[src/rtl/replica_exchange_sched_if.sv]
// Bus-side handshake bundle between the replica-exchange scheduler, the host
// command/status registers and the node array phase controls.
interface replica_exchange_sched_if #(
    parameter int replica_num = 32
);
    logic                   run_write;
    logic [23:0]            run_times;
    logic [15:0]            snap_interval;
    logic                   abort;
    logic                   opt_start;
    logic                   opt_done;
    logic                   dist_start;
    logic                   dist_done;
    logic                   exch_valid;
    logic                   exch_parity;
    logic [replica_num-1:0] exch_pairs;
    logic                   exch_ack;
    logic                   snap_req;
    logic                   snap_ack;
    logic                   running;
    logic [23:0]            iter_count;
    logic                   done;

    modport master (
        output run_write, run_times, snap_interval, abort,
        output opt_done, dist_done, exch_ack, snap_ack,
        input  opt_start, dist_start, exch_valid, exch_parity, exch_pairs,
        input  snap_req, running, iter_count, done
    );

    modport slave (
        input  run_write, run_times, snap_interval, abort,
        input  opt_done, dist_done, exch_ack, snap_ack,
        output opt_start, dist_start, exch_valid, exch_parity, exch_pairs,
        output snap_req, running, iter_count, done
    );
endinterface

[src/rtl/replica_exchange_sched.sv]
// Run-level iteration sequencer for the replica-exchange annealing array:
// opt pass, distance update, even/odd exchange, optional periodic snapshot.
//
// state | meaning
// IDLE  | waiting for run_write
// OPT   | opt pass running on all nodes
// DIST  | total-distance update running
// EXCH  | neighbour exchange requested, waiting for exch_ack
// SNAP  | ordering snapshot requested, waiting for snap_ack
module replica_exchange_sched #(
    parameter int replica_num = 32
) (
    input  logic                      clk,
    input  logic                      reset,
    replica_exchange_sched_if.slave   bus
);
    typedef enum logic [2:0] {IDLE, OPT, DIST, EXCH, SNAP} state_t;

    state_t      state;
    logic [23:0] run_times_q;
    logic [15:0] snap_interval_q;
    logic [15:0] snap_cnt;
    logic        abort_pend;
    logic [23:0] iter_next;
    logic        snap_due;

    assign iter_next = bus.iter_count + 24'd1;
    assign snap_due  = (snap_interval_q != 16'd0) && (snap_cnt == 16'd1);

    // Lower member of each active pair; the top replica never leads a pair.
    function automatic logic [replica_num-1:0] pairs_mask(input logic par);
        logic [replica_num-1:0] m;
        m = '0;
        for (int g = 0; g < replica_num - 1; g++) begin
            m[g] = (g[0] == par);
        end
        return m;
    endfunction

    always_ff @(posedge clk) begin
        if (reset) begin
            state           <= IDLE;
            run_times_q     <= '0;
            snap_interval_q <= '0;
            snap_cnt        <= '0;
            abort_pend      <= 1'b0;
            bus.opt_start   <= 1'b0;
            bus.dist_start  <= 1'b0;
            bus.exch_valid  <= 1'b0;
            bus.exch_parity <= 1'b0;
            bus.exch_pairs  <= '0;
            bus.snap_req    <= 1'b0;
            bus.running     <= 1'b0;
            bus.iter_count  <= '0;
            bus.done        <= 1'b0;
        end else begin
            bus.opt_start  <= 1'b0;
            bus.dist_start <= 1'b0;
            bus.done       <= 1'b0;
            if (state != IDLE && bus.abort) begin
                abort_pend <= 1'b1;
            end
            case (state)
                IDLE: begin
                    if (bus.run_write) begin
                        run_times_q     <= bus.run_times;
                        snap_interval_q <= bus.snap_interval;
                        snap_cnt        <= bus.snap_interval;
                        bus.iter_count  <= '0;
                        abort_pend      <= 1'b0;
                        bus.exch_parity <= 1'b0;
                        if (bus.run_times != 24'd0) begin
                            state         <= OPT;
                            bus.running   <= 1'b1;
                            bus.opt_start <= 1'b1;
                        end else begin
                            bus.done <= 1'b1;
                        end
                    end
                end
                OPT: begin
                    // opt_start doubles as the first-cycle marker, masking opt_done.
                    if (!bus.opt_start && bus.opt_done) begin
                        state          <= DIST;
                        bus.dist_start <= 1'b1;
                    end
                end
                DIST: begin
                    if (!bus.dist_start && bus.dist_done) begin
                        state          <= EXCH;
                        bus.exch_valid <= 1'b1;
                        bus.exch_pairs <= pairs_mask(bus.exch_parity);
                    end
                end
                EXCH: begin
                    if (bus.exch_ack) begin
                        bus.exch_valid  <= 1'b0;
                        bus.exch_pairs  <= '0;
                        bus.iter_count  <= iter_next;
                        bus.exch_parity <= ~bus.exch_parity;
                        if (snap_interval_q != 16'd0) begin
                            snap_cnt <= (snap_cnt == 16'd1) ? snap_interval_q : snap_cnt - 16'd1;
                        end
                        if (snap_due) begin
                            state        <= SNAP;
                            bus.snap_req <= 1'b1;
                        end else if (iter_next == run_times_q || abort_pend) begin
                            state       <= IDLE;
                            bus.running <= 1'b0;
                            bus.done    <= 1'b1;
                        end else begin
                            state         <= OPT;
                            bus.opt_start <= 1'b1;
                        end
                    end
                end
                SNAP: begin
                    if (bus.snap_ack) begin
                        bus.snap_req <= 1'b0;
                        if (bus.iter_count == run_times_q || abort_pend) begin
                            state       <= IDLE;
                            bus.running <= 1'b0;
                            bus.done    <= 1'b1;
                        end else begin
                            state         <= OPT;
                            bus.opt_start <= 1'b1;
                        end
                    end
                end
                default: state <= IDLE;
            endcase
        end
    end
endmodule
[src/flat_wrapper.sv]
// flat-port wrapper written by rule: the top's interface ports become plain ports
module replica_exchange_sched_flat 
#(
    parameter int replica_num = 32
)
  (clk, reset, bus_run_write, bus_run_times, bus_snap_interval, bus_abort, bus_opt_done, bus_dist_done, bus_exch_ack, bus_snap_ack, bus_opt_start, bus_dist_start, bus_exch_valid, bus_exch_parity, bus_exch_pairs, bus_snap_req, bus_running, bus_iter_count, bus_done);
  replica_exchange_sched_if #(.replica_num(replica_num)) bus_i ();
  input  logic clk;
  input  logic reset;
  input wire logic [$bits(bus_i.run_write)-1:0] bus_run_write;
  input wire logic [$bits(bus_i.run_times)-1:0] bus_run_times;
  input wire logic [$bits(bus_i.snap_interval)-1:0] bus_snap_interval;
  input wire logic [$bits(bus_i.abort)-1:0] bus_abort;
  input wire logic [$bits(bus_i.opt_done)-1:0] bus_opt_done;
  input wire logic [$bits(bus_i.dist_done)-1:0] bus_dist_done;
  input wire logic [$bits(bus_i.exch_ack)-1:0] bus_exch_ack;
  input wire logic [$bits(bus_i.snap_ack)-1:0] bus_snap_ack;
  output wire logic [$bits(bus_i.opt_start)-1:0] bus_opt_start;
  output wire logic [$bits(bus_i.dist_start)-1:0] bus_dist_start;
  output wire logic [$bits(bus_i.exch_valid)-1:0] bus_exch_valid;
  output wire logic [$bits(bus_i.exch_parity)-1:0] bus_exch_parity;
  output wire logic [$bits(bus_i.exch_pairs)-1:0] bus_exch_pairs;
  output wire logic [$bits(bus_i.snap_req)-1:0] bus_snap_req;
  output wire logic [$bits(bus_i.running)-1:0] bus_running;
  output wire logic [$bits(bus_i.iter_count)-1:0] bus_iter_count;
  output wire logic [$bits(bus_i.done)-1:0] bus_done;
  assign bus_i.run_write = bus_run_write;
  assign bus_i.run_times = bus_run_times;
  assign bus_i.snap_interval = bus_snap_interval;
  assign bus_i.abort = bus_abort;
  assign bus_i.opt_done = bus_opt_done;
  assign bus_i.dist_done = bus_dist_done;
  assign bus_i.exch_ack = bus_exch_ack;
  assign bus_i.snap_ack = bus_snap_ack;
  assign bus_opt_start = bus_i.opt_start;
  assign bus_dist_start = bus_i.dist_start;
  assign bus_exch_valid = bus_i.exch_valid;
  assign bus_exch_parity = bus_i.exch_parity;
  assign bus_exch_pairs = bus_i.exch_pairs;
  assign bus_snap_req = bus_i.snap_req;
  assign bus_running = bus_i.running;
  assign bus_iter_count = bus_i.iter_count;
  assign bus_done = bus_i.done;
  replica_exchange_sched #(.replica_num(replica_num)) u_core (.clk(clk), .reset(reset), .bus(bus_i));
endmodule
[config.mk]
export PLATFORM = sky130hd
export DESIGN_NAME = replica_exchange_sched_flat
export DESIGN_NICKNAME = d
export VERILOG_FILES = /design/src/rtl/replica_exchange_sched_if.sv /design/src/rtl/replica_exchange_sched.sv /design/src/flat_wrapper.sv
export SDC_FILE = /design/constraint.sdc
export NUM_CORES = 1
export LEC_CHECK = 0
export ABC_CLOCK_PERIOD_IN_PS = 3000
export CORE_ASPECT_RATIO = 1.1
export CORE_MARGIN = 2
export CORE_UTILIZATION = 45
export DETAILED_ROUTE_END_ITERATION = 8
export PLACE_DENSITY = 0.77
export REMOVE_ABC_BUFFERS = 1
export SETUP_SLACK_MARGIN = 0.15
export SLEW_MARGIN = 20
export SYNTH_ARGS = -nofsm -noshare
export SYNTH_HDL_FRONTEND = slang
export SYNTH_SLANG_ARGS = --single-unit
[constraint.sdc]
create_clock -name clk -period 3 [get_ports clk]
set_input_delay 0.45 -clock clk [delete_from_list [all_inputs] [get_ports clk]]
set_output_delay 0.45 -clock clk [all_outputs]
set_load 0.01 [all_outputs]
-- Yosys cells after proc, flatten, opt, wreduce, memory -nomap -nowiden
Cells that the tools add are included.
- register bits after elaboration: 123
- input bits: 48
- output and inout port bits: 63
- word-level logic and storage cells: 119
- $add $sub $neg: 2
- equal/unequal tests: 18
- multiplexer cells: 59
- bitwise gates (word level): 2
- reductions and logical operators: 24
- operator list (cell ; count):
    16-bit two-way mux ; 4
    32-bit two-way mux ; 2
    32-bit one-hot mux with 2 select lines ; 1
    24-bit == test ; 2
    24-bit two-way mux ; 2
    24-bit one-hot mux with 2 select lines ; 1
    1-bit two-way mux ; 34
    16-bit one-hot mux with 2 select lines ; 1
    24-bit by 1-bit adder with 24-bit output (second input constant) ; 1
    24-bit nonzero test ; 1
    3-bit two-way mux ; 7
    16-bit by 1-bit == test with 1-bit output (second input constant) ; 1
    16-bit nonzero test ; 1
    16-bit by 1-bit subtractor with 16-bit output (second input constant) ; 1
    3-bit one-hot mux with 5 select lines ; 1
    2-bit by 1-bit != test with 1-bit output (second input constant) ; 7
    1-bit one-hot mux with 3 select lines ; 3
    2-bit != test (second input constant) ; 4
    4-bit AND reduction ; 2
    8-bit AND reduction ; 1
    3-bit by 2-bit == test with 1-bit output (second input constant) ; 2
    1-bit one-hot mux with 2 select lines ; 3
    3-bit AND reduction ; 2
    6-bit AND reduction ; 1
    other kinds (11) ; 20

-- Logic depth before layout (Yosys ltp)
- depth in word-level cells: 7
- mapped depth: 9
- depth with buffers taken out: 9

-- Worst setup path after synthesis
No wires, ideal clock.
- kind: register to register
- start point: register u_core.bus.iter_count[0]
- end point: register u_core.bus.opt_start
- library setup time: 130 ps
- arrival: 2589 ps
- data required time: 2870 ps
- path slack: 282 ps
- stages on the path, launching flop included: 9
- path buffers: 0
- period minus slack after synthesis: 2718 ps
- cells stage by stage: dfxtp_1 > ha_1 > nand4_2 > nor4_2 > a21oi_1 > or4_1 > or4_4 > o21ai_2 > o31ai_1
- cells in the longest elaborated chain, start to end: 7
- elaborated cells on any way between the ends: 11
- RTL lines (item ; line ; source):
    start: declaration ; replica_exchange_sched_if.sv:35 ; output snap_req, running, iter_count, done
    start signal: assignment ; replica_exchange_sched.sv:99 ; bus.iter_count <= iter_next;
    24-bit by 1-bit adder with 24-bit output ; replica_exchange_sched.sv:27 ; assign iter_next = bus.iter_count + 24'd1;
    24-bit == test ; replica_exchange_sched.sv:107 ; end else if (iter_next == run_times_q || abort_pend) begin
    1-bit logical OR ; replica_exchange_sched.sv:107 ;
    1-bit two-way mux ; replica_exchange_sched.sv:107 ;
    1-bit two-way mux ; replica_exchange_sched.sv:104 ; if (snap_due) begin
    1-bit two-way mux ; replica_exchange_sched.sv:96 ; if (bus.exch_ack) begin
    1-bit one-hot mux with 3 select lines (*) ; replica_exchange_sched.sv:63 ; case (state)
    end signal: assignment ; replica_exchange_sched.sv:57 ; bus.opt_start <= 1'b0;
    end signal: assignment ; replica_exchange_sched.sv:75 ; bus.opt_start <= 1'b1;
    end signal: assignment ; replica_exchange_sched.sv:113 ; bus.opt_start <= 1'b1;
    end: declaration ; replica_exchange_sched_if.sv:34 ; output opt_start, dist_start, exch_valid, exch_parity, exch_pairs,
Mark *: on every way between the ends. The rest lies on a longest branch, timed or not.
A chain may end at the register's enable or synchronous reset.

-- Final worst setup path
Ends and elaborated chain as after synthesis.

==> impl_metrics.yaml <==
routing:
  wl_um: 16400
  dr_total_vias: 5465
  drc: 0
  wl_per_cell_um: 17.5
  drt_iter0_markers: 374
  post_drt_via_cell_ratio: 5.83
  first_pass_iters: 5
  antenna_left: 0
sta:
  fin_skew_ns: 0.00687
  maxSlewViolCount: 0
  finalCritPeriodShare_pct: 89.0
  fin_hold_ws_ns: 0.474
  slew_headroom_pct: 51.9
  setup_viol: 0
  worstMarginPinSlew_ns: 0.714
  hold_violations: 0
  max_freq_ghz: 0.374
  rsz0062_at_grt: "no"
  tns_ns: 0
  period_needed_ns: 2.67
synthesis:
  yosysUniqueCellTypes: 65
  yosys.area.top_type_share_pct: 34.6
  synth_flop_cell: "dfxtp_1"
  synthArstFlopShare_pct: 0
  netlist_top_cells_area: "dfxtp_1 35%, nand2_1 8.0%, a21oi_1 7.5%, nor2_1 5.0%, xnor2_1 4.6%"
  synth_seq_cells: 93
  syn_inst: 710
  syn_area_sq_um: 5380
  synth_top_cell_by_area: "dfxtp_1"
  ys_seq_area_share_pct: 34.6
  ys_warn_count: 0
  synth_area_per_cell_sq_um: 7.57
  synth-edff-count: 0
clocking:
  cts.clk_slew.worst_paths_ns: 0.07
  cts.sinks: 93
  clkLatencyLatePin_ns: 0.35
  ctsHoldBuffers: 0
  h-tree-depth: 3
  cts-root-buf: "clkbuf_16"
  clock_path_buffers: 2
  cts_tree: "yes"
  numCtsBuffers: 9
power:
  vdd.ir_drop.worst_mv: 0.294
  p_leak_nw: 2.43
  power_density_nw_per_um2: 518
worst_setup_path:
  cp_slowest_cell: "or4_4"
  r2r_slack_ns: 0.33
  path_delay_family: "simple AND/OR/NAND/NOR gates"
  crit_path_start_kind: "flop"
  worstSetupEndpointType: "flop"
  r2r_start: "u_core.bus.iter_count[0]$_SDFFE_PP0P_"
  cp_max_fo: 6
  critical_path_class: "flop to flop"
  timing.rr.end: "u_core.bus.opt_start$_SDFF_PP0_"
  cpPeakStageDelay_ns: 0.55
  cp.required_ns: 3.22
  reg2regPathDepth: 8
  path_cells: "ha_1 -> nand4_2 -> nor4_4 -> a21oi_1 -> or4_1 -> or4_4 -> o21ai_2 -> o31ai_1"
  worstPathArrival_ns: 2.89
  cp_num_buf_inv: 0
placed_design:
  dp.cells: 920
  dp_hpwl_um: 12200
  gp_congestion: 0.966
  io_buffers: 109
min_path:
  whs_endpoint: "u_core.run_times_q[4]$_SDFFE_PP0P_"
  worstHoldStart: "u_core.run_times_q[4]$_SDFFE_PP0P_"
  holdCritPathClass: "flop to flop"
  hold_depth: 2
job:
  max_cap_viol_count: 0
global_routing:
  grt_overflow_total: 0
  grtUsageTotal_pct: 25.7
  grt_pass1_vias: 5131
  grt_first_pass_wirelength_um: 26200
  grt_max_degree: 41
  antenna_found_initial: 0
finish:
  mostFrequentLayoutCells: "115 x nand2_1, 108 x clkdlybuf4s50_1, 91 x dfxtp_1"
  fin_cells: 938
  layout_commonest_cell: "nand2_1"
  fillCellCount: 1059
  n_antenna_cell: 0
  synthToLayoutAreaGrowth_pct: 26.5
  nNetsFinal: 834
  drive_gt1_share_pct: 7.87
run_status:
  outcome: "finished, final reports clean"
die:
  ios: 111
  rows: 41
  floorplan.initialDensity_pct: 46.6
  fp.dieH_um: 119
  die_w_um: 108
  dieArea_sq_um: 12800
  core_area_sq_um: 11500
-- routing by layer --
| metal | global-route usage, % | vias to the layer above | routed length (um) |
|---|---|---|---|
| met5 | 0 | - | 0 |
| met4 | 9.46 | 0 | 374 |
| met2 | 44.5 | 220 | 8270 |
| li1 | - | 2646 | - |
| met3 | 4.91 | 27 | 1100 |
| met1 | 31.3 | 2572 | 6700 |
-- area by class of cell --
| cell class | instances | area, sq um | share of cell area, % |
|---|---|---|---|
| Multi-Input combinational cell | 539 | 3120 | 45.9 |
| Clock buffer | 9 | 225 | 3.31 |
| Tap cell | 150 | 188 | 2.76 |
| Sequential cell | 93 | 1860 | 27.4 |
| Inverter | 6 | 22.5 | 0.331 |
| Timing Repair Buffer | 134 | 1270 | 18.7 |
| Clock inverter | 7 | 105 | 1.55 |
-- through the flow --
| stage | total power, mW | setup slack [ns] | utilization, % | instance area (sq um) |
|---|---|---|---|---|
| floorplan | 1.93 | -0.216 | - | 4980 |
| global route | 3.69 | 0.156 | 58.9 | 6800 |
| detailed placement | 2.25 | 0.204 | 55.7 | 6430 |
| CTS | 3.53 | 0.175 | 58.6 | 6760 |
| finish | 3.52 | 0.329 | 58.9 | 6800 |
| global placement | 2.23 | 0.259 | 55.7 | 6430 |
-- worst max path at each step --
stage	cells past startpoint	startpoint	end	slack, ns
5_1_grt	7	u_core.bus.iter_count[6]$_SDFFE_PP0P_	u_core.bus.opt_start$_SDFF_PP0_	0.16
3_5_place_dp	7	u_core.bus.iter_count[10]$_SDFFE_PP0P_	u_core.bus.opt_start$_SDFF_PP0_	0.20
3_3_place_gp	7	u_core.bus.iter_count[9]$_SDFFE_PP0P_	u_core.bus.opt_start$_SDFF_PP0_	0.26
6_report	8	u_core.bus.iter_count[0]$_SDFFE_PP0P_	u_core.bus.opt_start$_SDFF_PP0_	0.33
2_1_floorplan	6	u_core.state[0]$_SDFFE_PP0P_	u_core.snap_cnt[8]$_SDFFE_PP0P_	-0.22
4_1_cts	7	u_core.bus.iter_count[10]$_SDFFE_PP0P_	u_core.bus.opt_start$_SDFF_PP0_	0.18
-- power by group --
| part | switching, mW | total [mW] | internal, mW | leakage, nW |
|---|---|---|---|---|
| clock network | 0.538 | 1.28 | 0.746 | 0.159 |
| registers | 0.111 | 1.44 | 1.33 | 0.761 |
| logic | 0.447 | 0.793 | 0.346 | 1.51 |
-- worst register-to-register path, stage by stage, from the launching register on --
cell and delay [ns]:
dfxtp_1 0.44, ha_1 0.22, nand4_2 0.16, nor4_4 0.38, a21oi_1 0.10, or4_1 0.47, or4_4 0.55, o21ai_2 0.14
o31ai_1 0.09
-- registers in the layout (all words and copies together), names as in the netlist --
name,cells
u_core.bus.iter_count,24
u_core.run_times_q,24
u_core.snap_cnt,16
u_core.snap_interval_q,16
u_core.state,3
u_core.bus.exch_pairs,2
u_core.abort_pend,1
u_core.bus.dist_start,1
u_core.bus.done,1
u_core.bus.exch_parity,1
u_core.bus.exch_valid,1
u_core.bus.opt_start,1
u_core.bus.running,1
u_core.bus.snap_req,1
-- cells in the mapped netlist, types with 2 or more instances --
cell type,count
buf_2,7
and4_1,3
o2111ai_1,2
nor4b_1,2
nor2b_1,2
xor2_1,16
nand2b_1,9
and2_1,5
o221ai_1,3
nand3b_1,4
o21ai_1,2
o22ai_1,4
clkbuf_1,31
buf_1,3
a21oi_1,81
buf_4,31
xnor2_1,28
and3_1,10
nor4_1,22
o211ai_1,13
a31oi_1,4
dfxtp_1,93
a311oi_1,9
a211o_1,2
o21a_1,2
or2_2,3
nand2_1,115
and3b_1,2
a211oi_1,17
nor3_1,8
o31ai_1,4
nand3_1,19
ha_1,3
nor2_1,72
or4_1,6
nand4_1,13
o31a_1,3
or3_1,12
a22oi_1,3
o21ai_0,12
inv_1,6
-- logic make-up (layout without fill, tap and decap cells) --
kind of cell               Yosys count  in the layout  synth area share (%)
and+or+nand+nor                    319            319                  29.5
buffers and inverters               78            156                  7.77
muxes                                2              2                 0.396
adders and majority gates            3              3                 0.698
DFF                                 93             93                  34.6
xor gates and xnor gates            44             44                  7.17
AOI/OAI and AO/OA                  170            170                  19.8
other                                1              1                0.0698
-- repair_timing --
| item | in CTS | in global routing |
|---|---|---|
| setup endpoints to repair | 0 | 4 |
| gates resized for setup | 0 | 5 |
| setup buffers | 0 | 2 |
Note: power is estimated with default switching activity, not from simulation.
